**src/rtl/count_sequencer_if.sv**
```systemverilog
// count_sequencer_if: host job controls/status plus the counter drive/feedback lines.
// Latency: none, wiring only.
// Backpressure: none here; hold/abort are carried as plain levels.
interface count_sequencer_if #(
    parameter int WIDTH = 4,
    parameter int REP_W = 4
);
    logic             start;
    logic [WIDTH-1:0] start_val;
    logic [WIDTH-1:0] end_val;
    logic             dir;
    logic [REP_W-1:0] repeats;
    logic             hold;
    logic             abort;
    logic [WIDTH-1:0] cnt_out;
    logic             cnt_load;
    logic [WIDTH-1:0] cnt_in;
    logic             cnt_up;
    logic             cnt_down;
    logic             busy;
    logic             done;
    logic [REP_W-1:0] pass_count;

    modport master (
        output start, start_val, end_val, dir, repeats, hold, abort, cnt_out,
        input  cnt_load, cnt_in, cnt_up, cnt_down, busy, done, pass_count
    );

    modport slave (
        input  start, start_val, end_val, dir, repeats, hold, abort, cnt_out,
        output cnt_load, cnt_in, cnt_up, cnt_down, busy, done, pass_count
    );
endinterface

```
**src/rtl/count_sequencer.sv**
```systemverilog
// count_sequencer: runs load/step/repeat jobs on the 4-bit up/down load counter (COUNT_SEQ_BOUNCE_EN = ping-pong passes).
// Latency: per pass LOAD 1 + RUN D+1 + NEXT 1 (+held cycles); Done pulses the cycle after the final NEXT.
// Backpressure: hold freezes stepping in RUN; abort drops to IDLE from any active state without Done.
module count_sequencer #(
    parameter int WIDTH = 4,
    parameter int REP_W = 4
) (
    input  logic              clk,
    input  logic              rst_n,
    count_sequencer_if.slave  bus
);

    typedef enum logic [2:0] {
        IDLE = 3'd0,
        LOAD = 3'd1,
        RUN  = 3'd2,
        NEXT = 3'd3,
        DONE = 3'd4
    } state_t;

    state_t           state, state_nx;
    logic [WIDTH-1:0] sv_q, sv_nx;
    logic [WIDTH-1:0] ev_q, ev_nx;
    logic             dir_q, dir_nx;
    logic [REP_W-1:0] rep_q, rep_nx;
    logic [REP_W-1:0] pass_q, pass_nx;
    logic             load, up, down, busy, done;

    always_ff @(posedge clk) begin
        if (!rst_n) begin
            state  <= IDLE;
            sv_q   <= '0;
            ev_q   <= '0;
            dir_q  <= 1'b0;
            rep_q  <= '0;
            pass_q <= '0;
        end else begin
            state  <= state_nx;
            sv_q   <= sv_nx;
            ev_q   <= ev_nx;
            dir_q  <= dir_nx;
            rep_q  <= rep_nx;
            pass_q <= pass_nx;
        end
    end

    always_comb begin
        state_nx = state;
        sv_nx    = sv_q;
        ev_nx    = ev_q;
        dir_nx   = dir_q;
        rep_nx   = rep_q;
        pass_nx  = pass_q;
        load     = 1'b0;
        up       = 1'b0;
        down     = 1'b0;
        done     = 1'b0;
        busy     = (state == LOAD) || (state == RUN) || (state == NEXT);

        // Abort outranks hold and completion; strobes stay low in the abort cycle.
        if (bus.abort && (state != IDLE)) begin
            state_nx = IDLE;
        end else begin
            case (state)
                IDLE: begin
                    if (bus.start) begin
                        sv_nx    = bus.start_val;
                        ev_nx    = bus.end_val;
                        dir_nx   = bus.dir;
                        rep_nx   = bus.repeats;
                        pass_nx  = '0;
                        state_nx = LOAD;
                    end
                end
                LOAD: begin
                    load     = 1'b1;
                    state_nx = RUN;
                end
                RUN: begin
                    if (bus.cnt_out == ev_q) begin
                        state_nx = NEXT;
                    end else if (!bus.hold) begin
                        up   = dir_q;
                        down = ~dir_q;
                    end
                end
                NEXT: begin
                    pass_nx = pass_q + REP_W'(1);
                    // pass_q == rep_q means the incremented count reaches repeats+1.
                    if (pass_q == rep_q) begin
                        state_nx = DONE;
                    end else begin
`ifdef COUNT_SEQ_BOUNCE_EN
                        sv_nx    = ev_q;
                        ev_nx    = sv_q;
                        dir_nx   = ~dir_q;
                        state_nx = RUN;
`else
                        state_nx = LOAD;
`endif
                    end
                end
                DONE: begin
                    done     = 1'b1;
                    state_nx = IDLE;
                end
                default: state_nx = IDLE;
            endcase
        end
    end

    assign bus.cnt_load   = load;
    assign bus.cnt_in     = sv_q;
    assign bus.cnt_up     = up;
    assign bus.cnt_down   = down;
    assign bus.busy       = busy;
    assign bus.done       = done;
    assign bus.pass_count = pass_q;

endmodule
```
**src/flat_wrapper.sv**
```systemverilog
// flat-port wrapper written by rule: the top's interface ports become plain ports
module count_sequencer_flat 
#(
    parameter int WIDTH = 4,
    parameter int REP_W = 4
)
  (clk, rst_n, bus_start, bus_start_val, bus_end_val, bus_dir, bus_repeats, bus_hold, bus_abort, bus_cnt_out, bus_cnt_load, bus_cnt_in, bus_cnt_up, bus_cnt_down, bus_busy, bus_done, bus_pass_count);
  count_sequencer_if #(.WIDTH(WIDTH), .REP_W(REP_W)) bus_i ();
  input  logic clk;
  input  logic rst_n;
  input wire logic [$bits(bus_i.start)-1:0] bus_start;
  input wire logic [$bits(bus_i.start_val)-1:0] bus_start_val;
  input wire logic [$bits(bus_i.end_val)-1:0] bus_end_val;
  input wire logic [$bits(bus_i.dir)-1:0] bus_dir;
  input wire logic [$bits(bus_i.repeats)-1:0] bus_repeats;
  input wire logic [$bits(bus_i.hold)-1:0] bus_hold;
  input wire logic [$bits(bus_i.abort)-1:0] bus_abort;
  input wire logic [$bits(bus_i.cnt_out)-1:0] bus_cnt_out;
  output wire logic [$bits(bus_i.cnt_load)-1:0] bus_cnt_load;
  output wire logic [$bits(bus_i.cnt_in)-1:0] bus_cnt_in;
  output wire logic [$bits(bus_i.cnt_up)-1:0] bus_cnt_up;
  output wire logic [$bits(bus_i.cnt_down)-1:0] bus_cnt_down;
  output wire logic [$bits(bus_i.busy)-1:0] bus_busy;
  output wire logic [$bits(bus_i.done)-1:0] bus_done;
  output wire logic [$bits(bus_i.pass_count)-1:0] bus_pass_count;
  assign bus_i.start = bus_start;
  assign bus_i.start_val = bus_start_val;
  assign bus_i.end_val = bus_end_val;
  assign bus_i.dir = bus_dir;
  assign bus_i.repeats = bus_repeats;
  assign bus_i.hold = bus_hold;
  assign bus_i.abort = bus_abort;
  assign bus_i.cnt_out = bus_cnt_out;
  assign bus_cnt_load = bus_i.cnt_load;
  assign bus_cnt_in = bus_i.cnt_in;
  assign bus_cnt_up = bus_i.cnt_up;
  assign bus_cnt_down = bus_i.cnt_down;
  assign bus_busy = bus_i.busy;
  assign bus_done = bus_i.done;
  assign bus_pass_count = bus_i.pass_count;
  count_sequencer #(.WIDTH(WIDTH), .REP_W(REP_W)) u_core (.clk(clk), .rst_n(rst_n), .bus(bus_i));
endmodule
```
**config.mk**
```make
export PLATFORM = sky130hd
export DESIGN_NAME = count_sequencer_flat
export DESIGN_NICKNAME = d
export VERILOG_FILES = /design/src/rtl/count_sequencer_if.sv /design/src/rtl/count_sequencer.sv /design/src/flat_wrapper.sv
export SDC_FILE = /design/constraint.sdc
export NUM_CORES = 1
export LEC_CHECK = 0
export ABC_AREA = 0
export BUFFER_PORTS_ARGS = -buffer_cell sky130_fd_sc_hd__buf_2
export CAP_MARGIN = 20
export CORE_MARGIN = 5
export CORE_UTILIZATION = 40
export CTS_BUF_LIST = sky130_fd_sc_hd__clkbuf_8
export DETAILED_ROUTE_END_ITERATION = 6
export GPL_ROUTABILITY_DRIVEN = 1
export MAX_ROUTING_LAYER = met4
export PLACE_DENSITY = 0.67
export SLEW_MARGIN = 10
export SYNTH_ARGS = -nofsm -noshare
export SYNTH_HDL_FRONTEND = slang
export SYNTH_SLANG_ARGS = --single-unit
```
**constraint.sdc**
```tcl
create_clock -name clk -period 3.5 [get_ports clk]
set_input_delay 0.175 -clock clk [delete_from_list [all_inputs] [get_ports clk]]
set_output_delay 0.175 -clock clk [all_outputs]
set_load 0.02 [all_outputs]
```
### After elaboration in Yosys (flattened, before gate mapping)

Cells that the tools add are included.

| operators by class | value |
|---|---|
| reduce and logical (&&, ||, !) cells | 10 |
| eq/ne operators | 8 |
| multiplexer cells | 18 |
| bitwise gates (word level) | 3 |
| add/subtract/negate cells | 1 |

Operators by type and width:

| cell | number |
|---|---|
| 1-bit two-way mux | 12 |
| 3-bit case mux with 4 select lines | 1 |
| 3-bit two-way mux | 3 |
| 4-bit == test | 2 |
| 4-bit case mux with 2 select lines | 1 |
| 3-bit by 2-bit == test with 1-bit output, second input constant | 2 |
| 3-bit AND reduction | 2 |
| 4-bit by 1-bit adder with 4-bit output, second input constant | 1 |
| 4-bit two-way mux | 1 |
| 2-bit != test, second input constant | 2 |
| 3-bit by 1-bit == test with 1-bit output, second input constant | 1 |
| 3-bit == test, second input constant | 1 |
| 3-bit logical NOT | 1 |
| 1-bit inverter | 3 |
| 3-bit nonzero test | 1 |
| 1-bit logical OR | 2 |
| 2-bit AND reduction | 1 |
| 2-bit nonzero test | 1 |
| 2-bit OR reduction | 1 |
| 1-bit logical AND | 1 |

| word-level totals | value |
|---|---|
| input bits | 22 |
| output and inout port bits | 13 |
| register bits after elaboration | 20 |
| logic and storage cells | 46 |

### Longest topological paths before layout

Gate-level depths: netlist (run 1).

| logic depth | value |
|---|---|
| word-level depth | 5 |
| gate-level depth with buffers | 6 |
| gate-level depth less buffers | 5 |

### Worst setup path before layout (run 1)

No wires, ideal clock.

| timing path | value |
|---|---|
| path type | flip-flop to output port |
| start point | reg u_core.state[0] |
| end point | out bus_done |
| buffers on the path | 1 |
| path slack | 2.071 ns |
| data required time | 3.325 ns |
| cell stages (with the launch flop) | 3 |
| arrival | 1.254 ns |
| path through | dfxtp_1 > buf_2 > nor4b_1 |

| between the ends | value |
|---|---|
| word-level cells in the longest chain between the ends | 3 |
| elaborated cells on any way between the ends | 5 |
| those cells by class | eq/ne (1); mux (2); reduce/logical (2) |

RTL lines:

| what | line | RTL |
|---|---|---|
| start, declared | count_sequencer.sv:21 | `state_t state, state_nx;` |
| start signal, assigned | count_sequencer.sv:38 | `state <= state_nx;` |
| 3-bit == test or 3-bit nonzero test (tied branches) | count_sequencer.sv:64, count_sequencer.sv:61 |  |
| 1-bit two-way mux or 1-bit logical AND (tied branches) | count_sequencer.sv:64, count_sequencer.sv:61 |  |
| 1-bit two-way mux (*) | count_sequencer.sv:61 | `if (bus.abort && (state != IDLE)) begin` |
| end, declared | flat_wrapper.sv:24 | `output wire logic [$bits(bus_i.done)-1:0] bus_done;` |

Every way passes the cells marked *; elsewhere a longest branch is shown, timed or not.

### Worst setup path in the final report (run 1)

| timing path | value |
|---|---|
| start point | reg u_core.state[0] |
| end point | out bus_cnt_up |

| between the ends | value |
|---|---|
| word-level cells in the longest chain between the ends | 3 |
| elaborated cells on any way between the ends | 5 |
| those cells by class | eq/ne (1); mux (2); reduce/logical (2) |

RTL lines:

| what | line | RTL |
|---|---|---|
| 3-bit by 2-bit == test with 1-bit output or 3-bit nonzero test (tied branches) | count_sequencer.sv:64, count_sequencer.sv:61 |  |
| 1-bit two-way mux or 1-bit logical AND (tied branches) | count_sequencer.sv:64, count_sequencer.sv:61 |  |
| 1-bit two-way mux (*) | count_sequencer.sv:61 |  |
| end, declared | flat_wrapper.sv:21 | `output wire logic [$bits(bus_i.cnt_up)-1:0] bus_cnt_up;` |

Marks and branches as above.

==> results of run 1 <==
-- critical path, delay by kind of cell (launching register included) --
kind / cells / cell delay (ns)
buffers and inverters: 1 / 0.16
DFF: 1 / 0.44
and+or+nand+nor: 2 / 0.70
-- area by class of cell --
type / instances / area share (%)
Tap cell: 30 / 3.11
Sequential cell: 20 / 33.2
Multi-Input combinational cell: 87 / 44.8
Clock buffer: 4 / 4.56
Inverter: 1 / 0.311
Timing Repair Buffer: 34 / 14.1
-- where the power goes --
| part | switching (mW) | internal [mW] |
|---|---|---|
| logic | 0.0532 | 0.0421 |
| registers | 0.0163 | 0.243 |
| clock network | 0.0756 | 0.100 |
| total | 0.145 | 0.385 |
-- cells in the final DEF (no fill, tap or decap) --
master and instances:
nor2_1 10, a21boi_1 1, xnor2_1 8, o21ai_0 1
and3_1 1, buf_2 34, nand3_1 2, mux2i_1 1
nand4_1 1, inv_1 1, a21oi_2 1, clkbuf_8 4
nand3b_1 3, nor4b_4 1, or2_0 1, o41a_1 1
a21oi_1 1, or3b_4 1, nor4b_1 1, ha_1 1
xor2_1 4, a211oi_2 2, nand2_1 31, dfxtp_1 20
nor4_1 1, nor3_1 1, a21boi_0 12
-- sequential cells by signal, summed over array words and instances, names as in the netlist --
register	cells
u_core.ev_q	4
u_core.dir_q	1
u_core.state	3
u_core.rep_q	4
u_core.bus.cnt_in	4
u_core.bus.pass_count	4
-- routing by layer --
metal	vias to the layer above	global-route usage (%)	share of wire [%]
met2	22	22.9	49
met4	0	5.70	1.7
met1	386	16.1	45
met3	4	2.61	5.1
li1	439	-	-
met5	-	-	0
-- stage by stage --
stage / utilization [%] / setup WS [ns]
after floorplan: - / 2.07
after global placement: 47.8 / 2.02
after detailed placement: 47.8 / 1.91
after CTS: 50.1 / 1.73
after global routing: 50.1 / 1.61
final: 50.1 / 1.77
-- path summary, 6_finish.rpt --
path	startpoint	end	slack [ns]	depth (start not counted)
min reg2reg	u_core.bus.cnt_in[0]	u_core.bus.cnt_in[0]	0.47	2
min	bus_dir	u_core.dir_q	0.15	3
max	u_core.state[0]	bus_cnt_up	1.77	3
max reg2reg	u_core.state[0]	u_core.bus.pass_count[3]	1.91	4
-- cells by family after synthesis --
family	Yosys count	share of synthesized area [%]
xor gates and xnor gates	12	10.7
AOI/OAI and AO/OA	19	15.6
and+or+nand+nor	54	26.6
adders and majority gates	1	1.28
DFF	20	40.9
buffers and inverters	7	3.96
muxes	1	1.02
==> key figures, run 1 <==
Floorplanning
  – Die Area: 3540 sq um
  – Die W: 59.5 um
  – Initial Utilization: 40.7%
  – Die Span Y: 59.5 um
  – Core box area: 2410 sq um
  – IO Count: 35
  – # rows: 18

Route
  – Vias/cell: 4.84
  – DRC violations left: 0
  – Wire length per cell: 12.7 um
  – Vias post-DR: 851
  – Post-Route WL: 2.24 mm
  – DRT Pass-1 Iters: 4
  – Antenna-violating nets left: 0
  – 1st-iter DRT viols: 35

GRT
  – Gr ovfl total: 0
  – First-pass GRT wire length: 3.59 mm
  – Number of global-route vias before repair: 835
  – Largest net degree at the start of global routing: 17
  – GRT Util Overall: 13.8%
  – Initial antenna violation count: 0

STA
  – Final setup vio count: 0
  – Fin Hold WS: 0.155 ns
  – Period utilization: 49.5%
  – Period minus WS final: 1.73 ns
  – Max Clock Skew: 0.00573 ns
  – Sum Neg Setup Slack: 0 ns
  – Final Hold Vio Count: 0
  – Worst slew pin tran: 0.665 ns
  – Achievable Freq: 578 MHz
  – RSZ-0062 raised after global routing: false
  – Slew margin rel.: 55.4%
  – Slew Viols, Final: 0

Placement
  – Hpwl dp: 1.64 mm
  – Placer Congestion: 0.850
  – Placed Instances: 172
  – IO buf count: 34
  – Post-Place Cell Area: 1150 sq um

Synth
  – Count leader, synth: nand2_1
  – Asr flop ratio synth: 0%
  – Main synth FF type: dfxtp_1
  – Register area share after synthesis: 40.9%
  – Syn avg cell area: 8.59 sq um
  – Synth unique cells: 28
  – Mapped cell area: 980 sq um
  – Cells after Synth: 114
  – Number of flops mapped to enable cells by yosys: 0
  – Synth area leader: dfxtp_1
  – Synth cell count leaders: nand2_1 (31), dfxtp_1 (20), a21boi_0 (12), nor2_1 (10), xnor2_1 (8)
  – Synth Warn #: 0
  – Area contributors post-synth: dfxtp_1 (41%), nand2_1 (12%), a21boi_0 (9.2%)
  – Synth top area share: 40.9%
  – Yosys reg bits: 20
  – Syn nets: 137

Setup path
  – WP data required: 3.32 ns
  – CP peak stage delay: 0.48 ns
  – CP arrival: 1.56 ns
  – Crit. End Element: primary output
  – Crit-path cells: nor4_1 > and3_1 > buf_2
  – Crit-path slowest cell: nor4_1
  – WS Path Type: flop to primary output
  – CP startpoint kind: flop
  – Critical Path Fanout Max: 11

Pwr
  – Total power: 0.530 mW
  – Leak Pwr: 0.525 nW
  – Peak supply drop: 0.000237 V
  – Pwr Density: 439 nW/um^2

Clock tree
  – Clock sinks: 20
  – Longest Clk Path Bufs: 2
  – Clk_lat worst skew: 0.26 ns
  – Hold bufs inserted after CTS: 0
  – CTS root buf: clkbuf_8
  – TritonCTS clock tree: built
  – Worst-path clk slew: 0.08 ns
  – Num CTS Buffers: 3
  – CTS HTree Levels: 1
  – Post-CTS Setup Inserts: 0
  – Cts repair resizes: 0

Final layout
  – Layout cells sized above 1: 29.5%
  – Layout Cells excl Fill: 176
  – FF/Latch Area: 400 sq um
  – Area grow syn2layout: 23.2%
  – Final #Nets: 170
  – Post-route design area: 1210 sq um
  – Multi-input logic area: 541 sq um
  – # fillers: 245
  – Ant diodes: 0

Job
  – Total of max-cap violations: 0

Status
  – Outcome: finished, final reports clean

Min path
  – Worst Hold Class: primary input to flop
No activity file was read; power rests on OpenSTA's default activity.
==> inputs of run 2 (changes only) <==
--- a/config.mk
+++ b/config.mk
@@ -5,7 +5,7 @@
 export SDC_FILE = /design/constraint.sdc
 export NUM_CORES = 1
 export LEC_CHECK = 0
-export ABC_AREA = 0
+export ABC_AREA = 1
 export BUFFER_PORTS_ARGS = -buffer_cell sky130_fd_sc_hd__buf_2
 export CAP_MARGIN = 20
 export CORE_MARGIN = 5
@@ -14,7 +14,7 @@
 export DETAILED_ROUTE_END_ITERATION = 6
 export GPL_ROUTABILITY_DRIVEN = 1
 export MAX_ROUTING_LAYER = met4
-export PLACE_DENSITY = 0.67
+export PLACE_DENSITY = 0.66
 export SLEW_MARGIN = 10
 export SYNTH_ARGS = -nofsm -noshare
 export SYNTH_HDL_FRONTEND = slang
==> constraint.sdc (replaced) <==
create_clock -name clk -period 1.7 [get_ports clk]
set_input_delay 0.085 -clock clk [delete_from_list [all_inputs] [get_ports clk]]
set_output_delay 0.085 -clock clk [all_outputs]
set_load 0.02 [all_outputs]
==> run 2 against run 1 <==
Against the previous run:
- global-route usage up 0.42 points
- worst setup slack lost 1.6 ns
- highest routed layer unchanged
- first-iteration DRC count fell by 69%
- flip-flop and latch count is the same
- critical path depth increased by 3
- non-clock buffer count is the same
- design area up 5.4%
==> key figures, run 2 <==
Final layout
  – # fillers: 243 (was 245)
  – Final #Nets: 211 (was 170)
  – Most frequent cells in the layout: nand2_1 (42), buf_2 (34), inv_1 (25), dfxtp_1 (19), a21oi_1 (17) (was buf_2 (34), nand2_1 (31), dfxtp_1 (20), a21boi_0 (12), nor2_1 (10))
  – Post-route design area: 1270 sq um (was 1210 sq um)
  – Layout cells sized above 1: 27.8% (was 29.5%)
  – Most common cell after layout, fill and taps aside: nand2_1 (was buf_2)
  – Ant diodes: 0 (unchanged)
  – Final core utilization: 51.8% (was 50.1%)
  – Layout Cells excl Fill: 217 (was 176)
  – Area grow syn2layout: 24.0% (was 23.2%)

Pwr
  – Pwr Density: 1140 nW/um^2 (was 439 nW/um^2)
  – Peak supply drop: 0.000767 V (was 0.000237 V)
  – Leak Pwr: 0.657 nW (was 0.525 nW)

Status
  – Outcome: finished, final reports clean (unchanged)

STA
  – Worst slew pin tran: 0.285 ns (was 0.665 ns)
  – Max Clock Skew: 0.00478 ns (was 0.00573 ns)
  – Period minus WS final: 1.55 ns
  – Achievable Freq: 646 MHz
  – Period utilization: 91.1%
  – Slew margin rel.: 81.0% (was 55.4%)
  – Slew Viols, Final: 0 (unchanged)
  – Sum Neg Setup Slack: 0 ns (unchanged)
  – RSZ-0062 raised after global routing: false (unchanged)
  – Final setup vio count: 0 (unchanged)
  – Final Hold Vio Count: 0 (unchanged)

Min path
  – Worst Hold Class: primary input to flop (unchanged)

Synth
  – Main synth FF type: dfxtp_1 (unchanged)
  – Synth top area share: 39.0% (was 40.9%)
  – Yosys reg bits: 20 (unchanged)
  – Synth cell count leaders: nand2_1 (42), inv_1 (25), dfxtp_1 (20), a21oi_1 (17), nor2_1 (10) (was nand2_1 (31), dfxtp_1 (20), a21boi_0 (12), nor2_1 (10), xnor2_1 (8))
  – Synth Warn #: 0 (unchanged)
  – Syn nets: 175 (was 137)
  – Register area share after synthesis: 39.0% (was 40.9%)
  – Mapped cell area: 1030 sq um (was 980 sq um)
  – Count leader, synth: nand2_1 (unchanged)
  – Syn avg cell area: 6.75 sq um (was 8.59 sq um)
  – Synth unique cells: 23 (was 28)
  – Area contributors post-synth: dfxtp_1 (39%), nand2_1 (15%), inv_1 (9.1%) (was dfxtp_1 (41%), nand2_1 (12%), a21boi_0 (9.2%))
  – Synth area leader: dfxtp_1 (unchanged)
  – Number of flops mapped to enable cells by yosys: 0 (unchanged)
  – Asr flop ratio synth: 0% (unchanged)
  – Cells after Synth: 152 (was 114)

Setup path
  – Crit. End Element: primary output (unchanged)
  – CP peak stage delay: 0.39 ns (was 0.48 ns)
  – CP delay by family, top: simple AND/OR/NAND/NOR gates (unchanged)
  – Crit-path slowest cell: dfxtp_1 (was nor4_1)
  – CP startpoint kind: flop (unchanged)
  – Worst Path Buf+Inv: 1 (unchanged)
  – Crit-path cells: nor2_4 > nand2_2 > nand2_4 > nand2_1 > nor3_1 > buf_2 (was nor4_1 > and3_1 > buf_2)
  – WS Path Type: flop to primary output (unchanged)
  – Critical Path Fanout Max: 7 (was 11)
  – WP data required: 1.62 ns (was 3.32 ns)
  – CP arrival: 1.46 ns (was 1.56 ns)

Clock tree
  – Num CTS Buffers: 3 (unchanged)
  – Clk_lat worst skew: 0.25 ns (was 0.26 ns)
  – CTS HTree Levels: 1 (unchanged)
  – Post-CTS Setup Inserts: 0 (unchanged)
  – Worst-path clk slew: 0.08 ns (about the same)
  – Clock sinks: 20 (unchanged)
  – CTS root buf: clkbuf_8 (unchanged)
  – Longest Clk Path Bufs: 2 (unchanged)
  – TritonCTS clock tree: built (unchanged)

Floorplanning
  – Die Span Y: 60.6 um (was 59.5 um)
  – Core box area: 2450 sq um (was 2410 sq um)
  – # rows: 18 (unchanged)
  – Die Area: 3680 sq um (was 3540 sq um)
  – Die W: 60.6 um (was 59.5 um)
  – Initial Utilization: 41.8% (was 40.7%)
  – IO Count: 35 (unchanged)

Job
  – Total of max-cap violations: 0 (unchanged)

Route
  – Antenna-violating nets left: 0 (unchanged)
  – 1st-iter DRT viols: 11 (was 35)
  – DRC violations left: 0 (unchanged)
  – Post-Route WL: 2.20 mm (was 2.24 mm)
  – Wire length per cell: 10.1 um (was 12.7 um)
  – Vias post-DR: 998 (was 851)
  – DRT Pass-1 Iters: 4 (unchanged)
  – Vias/cell: 4.60 (was 4.84)

GRT
  – Largest net degree at the start of global routing: 26 (was 17)
  – GRT Util Overall: 14.2% (was 13.8%)
  – First-pass GRT wire length: 3.85 mm (was 3.59 mm)
  – Gr ovfl total: 0 (unchanged)
  – Initial antenna violation count: 0 (unchanged)
  – Number of global-route vias before repair: 963 (was 835)

Placement
  – Placer Congestion: 0.828 (was 0.850)
  – Hpwl dp: 1.76 mm (was 1.64 mm)
  – IO buf count: 34 (unchanged)
  – Placed Instances: 213 (was 172)
  – Post-Place Cell Area: 1210 sq um (was 1150 sq um)
-- run 2: changes by cell type in the layout (fill, tap and decap cells not counted), moves of 3 or more --
cell and change:
xor2_1 -3, inv_1 +24, nand3b_1 -3, a21boi_0 -12
nand2_2 +4, xnor2_1 -8, nand2_1 +11, o21ai_1 +7
a21oi_1 +16
-- run 2: final cells by class --
type	count	area (sq um)	share of cell area, %
Multi-Input combinational cell	103	510	40.1
Sequential cell	20	402	31.6
Inverter	26	97.6	7.67
Timing Repair Buffer	34	170	13.4
Tap cell	30	37.5	2.95
Clock buffer	4	55.1	4.33
-- run 2: kinds of logic (layout without fill, tap and decap cells) --
| logic type | Yosys count | count (layout) | share of synthesized area (%) |
|---|---|---|---|
| flip-flops | 20 | 20 | 39.0 |
| adder cells (fa/ha/maj) | 1 | 1 | 1.22 |
| buffers and inverters | 29 | 64 | 11.7 |
| AND/OR/NAND/NOR | 74 | 74 | 34.0 |
| XOR/XNOR | 1 | 1 | 0.854 |
| AO/OA/AOI/OAI | 27 | 27 | 13.2 |
-- run 2: where the power goes --
group | internal, mW | switching, mW | total (mW)
combinational | 0.173 | 0.322 | 0.494
clock | 0.206 | 0.151 | 0.357
sequential | 0.545 | 0.0577 | 0.603
total | 0.924 | 0.530 | 1.45
-- run 2: repair_timing --
item                                    in CTS  in global routing
endpoints found under the setup margin       0                  2
resized for setup                            0                  2
hold buffers                                 0                  0
-- run 2: final timing paths --
path	startpoint	end	slack, ns	cells past startpoint
min	bus_start_val[0]	u_core.bus.cnt_in[0]	0.08	3
max	u_core.state[0]	bus_cnt_down	0.15	6
min reg2reg	u_core.ev_q[2]	u_core.ev_q[2]	0.47	2
max reg2reg	u_core.state[0]	u_core.bus.pass_count[1]	0.38	6
-- run 2: per-stage QoR --
stage | setup WS, ns | hold WS, ns | power, mW
5_1_grt | 0.00790 | 0.0881 | 1.56
6_report | 0.151 | 0.0820 | 1.45
2_1_floorplan | 0.358 | 0.228 | 0.996
3_5_place_dp | 0.364 | 0.349 | 1.11
3_3_place_gp | 0.376 | 0.337 | 1.09
4_1_cts | 0.101 | 0.0764 | 1.47
-- run 2: worst reg2reg max path: cells and delay by family, from the launching register on --
| kind | cells | cell delay (ns) |
|---|---|---|
| AND/OR/NAND/NOR | 5 | 0.72 |
| flip-flops | 1 | 0.39 |
| AO/OA/AOI/OAI | 1 | 0.12 |
-- run 2: metal layers --
layer	vias up	share of wire, %	track usage (%)
met1	433	47	17.1
li1	543	-	-
met2	20	47	23.4
met3	2	4.5	2.55
met4	0	0.73	5.57
met5	-	0	-
==> inputs of run 3 (changes only) <==
--- a/config.mk
+++ b/config.mk
@@ -8,6 +8,7 @@
 export ABC_AREA = 1
 export BUFFER_PORTS_ARGS = -buffer_cell sky130_fd_sc_hd__buf_2
 export CAP_MARGIN = 20
+export CORE_ASPECT_RATIO = 0.6
 export CORE_MARGIN = 5
 export CORE_UTILIZATION = 40
 export CTS_BUF_LIST = sky130_fd_sc_hd__clkbuf_8
==> run 3 against run 2 <==
Against the previous run:
- die area up 0.90%
- maximum frequency decreased by 0.33%
- via count shrank 1.1%
- clock power increased by 1%
- final cell count grew 0.92%
- flip-flop and latch count unchanged
- utilization is 0.78 points lower
- largest cell class unchanged
- largest power group unchanged
- highest routed layer unchanged
==> key figures, run 3 (synthesis results as in run 2) <==
Final layout
  – Layout cells sized above 1: 27.3% (was 27.8%)
  – Final #Nets: 211 (unchanged)
  – Post-route design area: 1270 sq um (about the same)
  – Most frequent cells in the layout: nand2_1 (42), buf_2 (34), inv_1 (25), dfxtp_1 (19), a21oi_1 (17) (unchanged)
  – # fillers: 245 (was 243)
  – Area grow syn2layout: 23.8% (was 24.0%)
  – Ant diodes: 0 (unchanged)
  – Most common cell after layout, fill and taps aside: nand2_1 (unchanged)

Clock tree
  – Clk_lat worst skew: 0.25 ns (about the same)
  – Hold bufs inserted after CTS: 0 (unchanged)
  – Num CTS Buffers: 3 (unchanged)
  – CTS HTree Levels: 1 (unchanged)
  – Clock sinks: 20 (unchanged)
  – Worst-path clk slew: 0.07 ns (was 0.08 ns)
  – CTS root buf: clkbuf_8 (unchanged)
  – Post-CTS Setup Inserts: 0 (unchanged)
  – Longest Clk Path Bufs: 2 (unchanged)
  – Cts repair resizes: 0 (unchanged)
  – TritonCTS clock tree: built (unchanged)

Route
  – Post-Route WL: 2.25 mm (was 2.20 mm)
  – DRT Pass-1 Iters: 4 (unchanged)
  – DRC violations left: 0 (unchanged)
  – Antenna-violating nets left: 0 (unchanged)
  – 1st-iter DRT viols: 44 (was 11)
  – Wire length per cell: 10.3 um (was 10.1 um)
  – Vias/cell: 4.51 (was 4.60)
  – Vias post-DR: 987 (was 998)

STA
  – Sum Neg Setup Slack: 0 ns (unchanged)
  – Final Hold Vio Count: 0 (unchanged)
  – Period minus WS final: 1.55 ns (about the same)
  – Achievable Freq: 644 MHz (was 646 MHz)
  – Slew margin rel.: 81.1% (was 81.0%)
  – Max Clock Skew: 0.00294 ns (was 0.00478 ns)
  – Worst slew pin tran: 0.283 ns (was 0.285 ns)
  – RSZ-0062 raised after global routing: false (unchanged)
  – Final setup vio count: 0 (unchanged)
  – Slew Viols, Final: 0 (unchanged)
  – Period utilization: 91.4% (was 91.1%)

Floorplanning
  – Die Area: 3710 sq um (was 3680 sq um)
  – Core box area: 2490 sq um (was 2450 sq um)
  – Initial Utilization: 41.2% (was 41.8%)
  – Die W: 75.4 um (was 60.6 um)
  – Die Span Y: 49.2 um (was 60.6 um)
  – # rows: 14 (was 18)
  – IO Count: 35 (unchanged)

Setup path
  – CP startpoint kind: flop (unchanged)
  – Crit. End Element: primary output (unchanged)
  – CP peak stage delay: 0.38 ns (was 0.39 ns)
  – Setup slack, reg-to-reg: 0.39 ns (was 0.38 ns)
  – Worst r2r path cells: 6 (unchanged)
  – Setup crit start: u_core.state[0] (unchanged)
  – Crit-path cells: nor2_4 > nand2_2 > nand2_4 > nand2_1 > nor3_1 > buf_2 (unchanged)
  – Crit-path slowest cell: dfxtp_1 (unchanged)
  – Worst R2R Start: u_core.state[0] (unchanged)
  – WP data required: 1.62 ns (about the same)
  – Critical Path Fanout Max: 7 (unchanged)
  – Critical Path Sink: bus_cnt_down (unchanged)
  – WS Path Type: flop to primary output (unchanged)
  – CP arrival: 1.47 ns (was 1.46 ns)
  – RR Endpoint: u_core.bus.pass_count[1] (unchanged)

GRT
  – Number of global-route vias before repair: 854 (was 963)
  – GRT Util Overall: 13.0% (was 14.2%)
  – First-pass GRT wire length: 3.68 mm (was 3.85 mm)
  – Largest net degree at the start of global routing: 26 (unchanged)
  – Initial antenna violation count: 0 (unchanged)
  – Gr ovfl total: 0 (unchanged)

Pwr
  – Leak Pwr: 0.657 nW (about the same)
  – Pwr Density: 1150 nW/um^2 (was 1140 nW/um^2)
  – Peak supply drop: 0.000501 V (was 0.000767 V)

Placement
  – IO buf count: 34 (unchanged)
  – Placer Congestion: 0.871 (was 0.828)
  – Post-Place Cell Area: 1210 sq um (about the same)
  – Hpwl dp: 1.75 mm (was 1.76 mm)

Min path
  – Worst Hold Class: primary input to flop (unchanged)

Job
  – Total of max-cap violations: 0 (unchanged)

Status
  – Outcome: finished, final reports clean (unchanged)
[run 3: per-layer routing]
metal / GRT usage (%) / routed length [um]
met5: - / 0
met4: 1.74 / 17
met1: 18.6 / 1140
met3: 4.32 / 155
met2: 18.2 / 942
[run 3: worst min-delay path by stage]
stage / from / end / slack, ns / depth (start not counted)
3_5_place_dp: bus_start_val[1] / u_core.bus.cnt_in[1] / 0.34 / 3
4_1_cts: bus_start_val[3] / u_core.bus.cnt_in[3] / 0.07 / 3
3_3_place_gp: bus_start_val[0] / u_core.bus.cnt_in[0] / 0.34 / 3
6_report: bus_start_val[2] / u_core.bus.cnt_in[2] / 0.08 / 3
2_1_floorplan: bus_start_val[0] / u_core.bus.cnt_in[0] / 0.23 / 2
5_1_grt: bus_start_val[2] / u_core.bus.cnt_in[2] / 0.07 / 3
[run 3: power by group]
part / switching [mW] / internal [mW]
Clock: 0.155 / 0.206
Sequential: 0.0555 / 0.545
Combinational: 0.323 / 0.172
[run 3: final cells by class]
type | count | area (sq um) | share of cell area (%)
multi-input combinational | 103 | 505 | 39.8
sequential | 20 | 402 | 31.6
timing repair buffer | 34 | 170 | 13.4
inverter | 26 | 97.6 | 7.68
clock buffer | 4 | 55.1 | 4.33
tap | 32 | 40.0 | 3.15
[run 3: worst max-delay path: cells and delay by family (launching register included)]
kind	cells	cell delay [ns]
and+or+nand+nor	5	0.63
DFF	1	0.38
buffers and inverters	1	0.19
[run 3: metrics by stage]
stage / util [%] / cells / total power [mW] / hold WS (ns) / setup slack, ns
2_1_floorplan: - / 152 / 0.996 / 0.228 / 0.358
3_3_place_gp: 48.8 / 215 / 1.10 / 0.336 / 0.386
3_5_place_dp: 48.8 / 215 / 1.11 / 0.343 / 0.387
4_1_cts: 51.0 / 219 / 1.47 / 0.0709 / 0.112
5_1_grt: 51.1 / 219 / 1.57 / 0.0694 / 0.0504
6_report: 51.1 / 219 / 1.46 / 0.0769 / 0.146
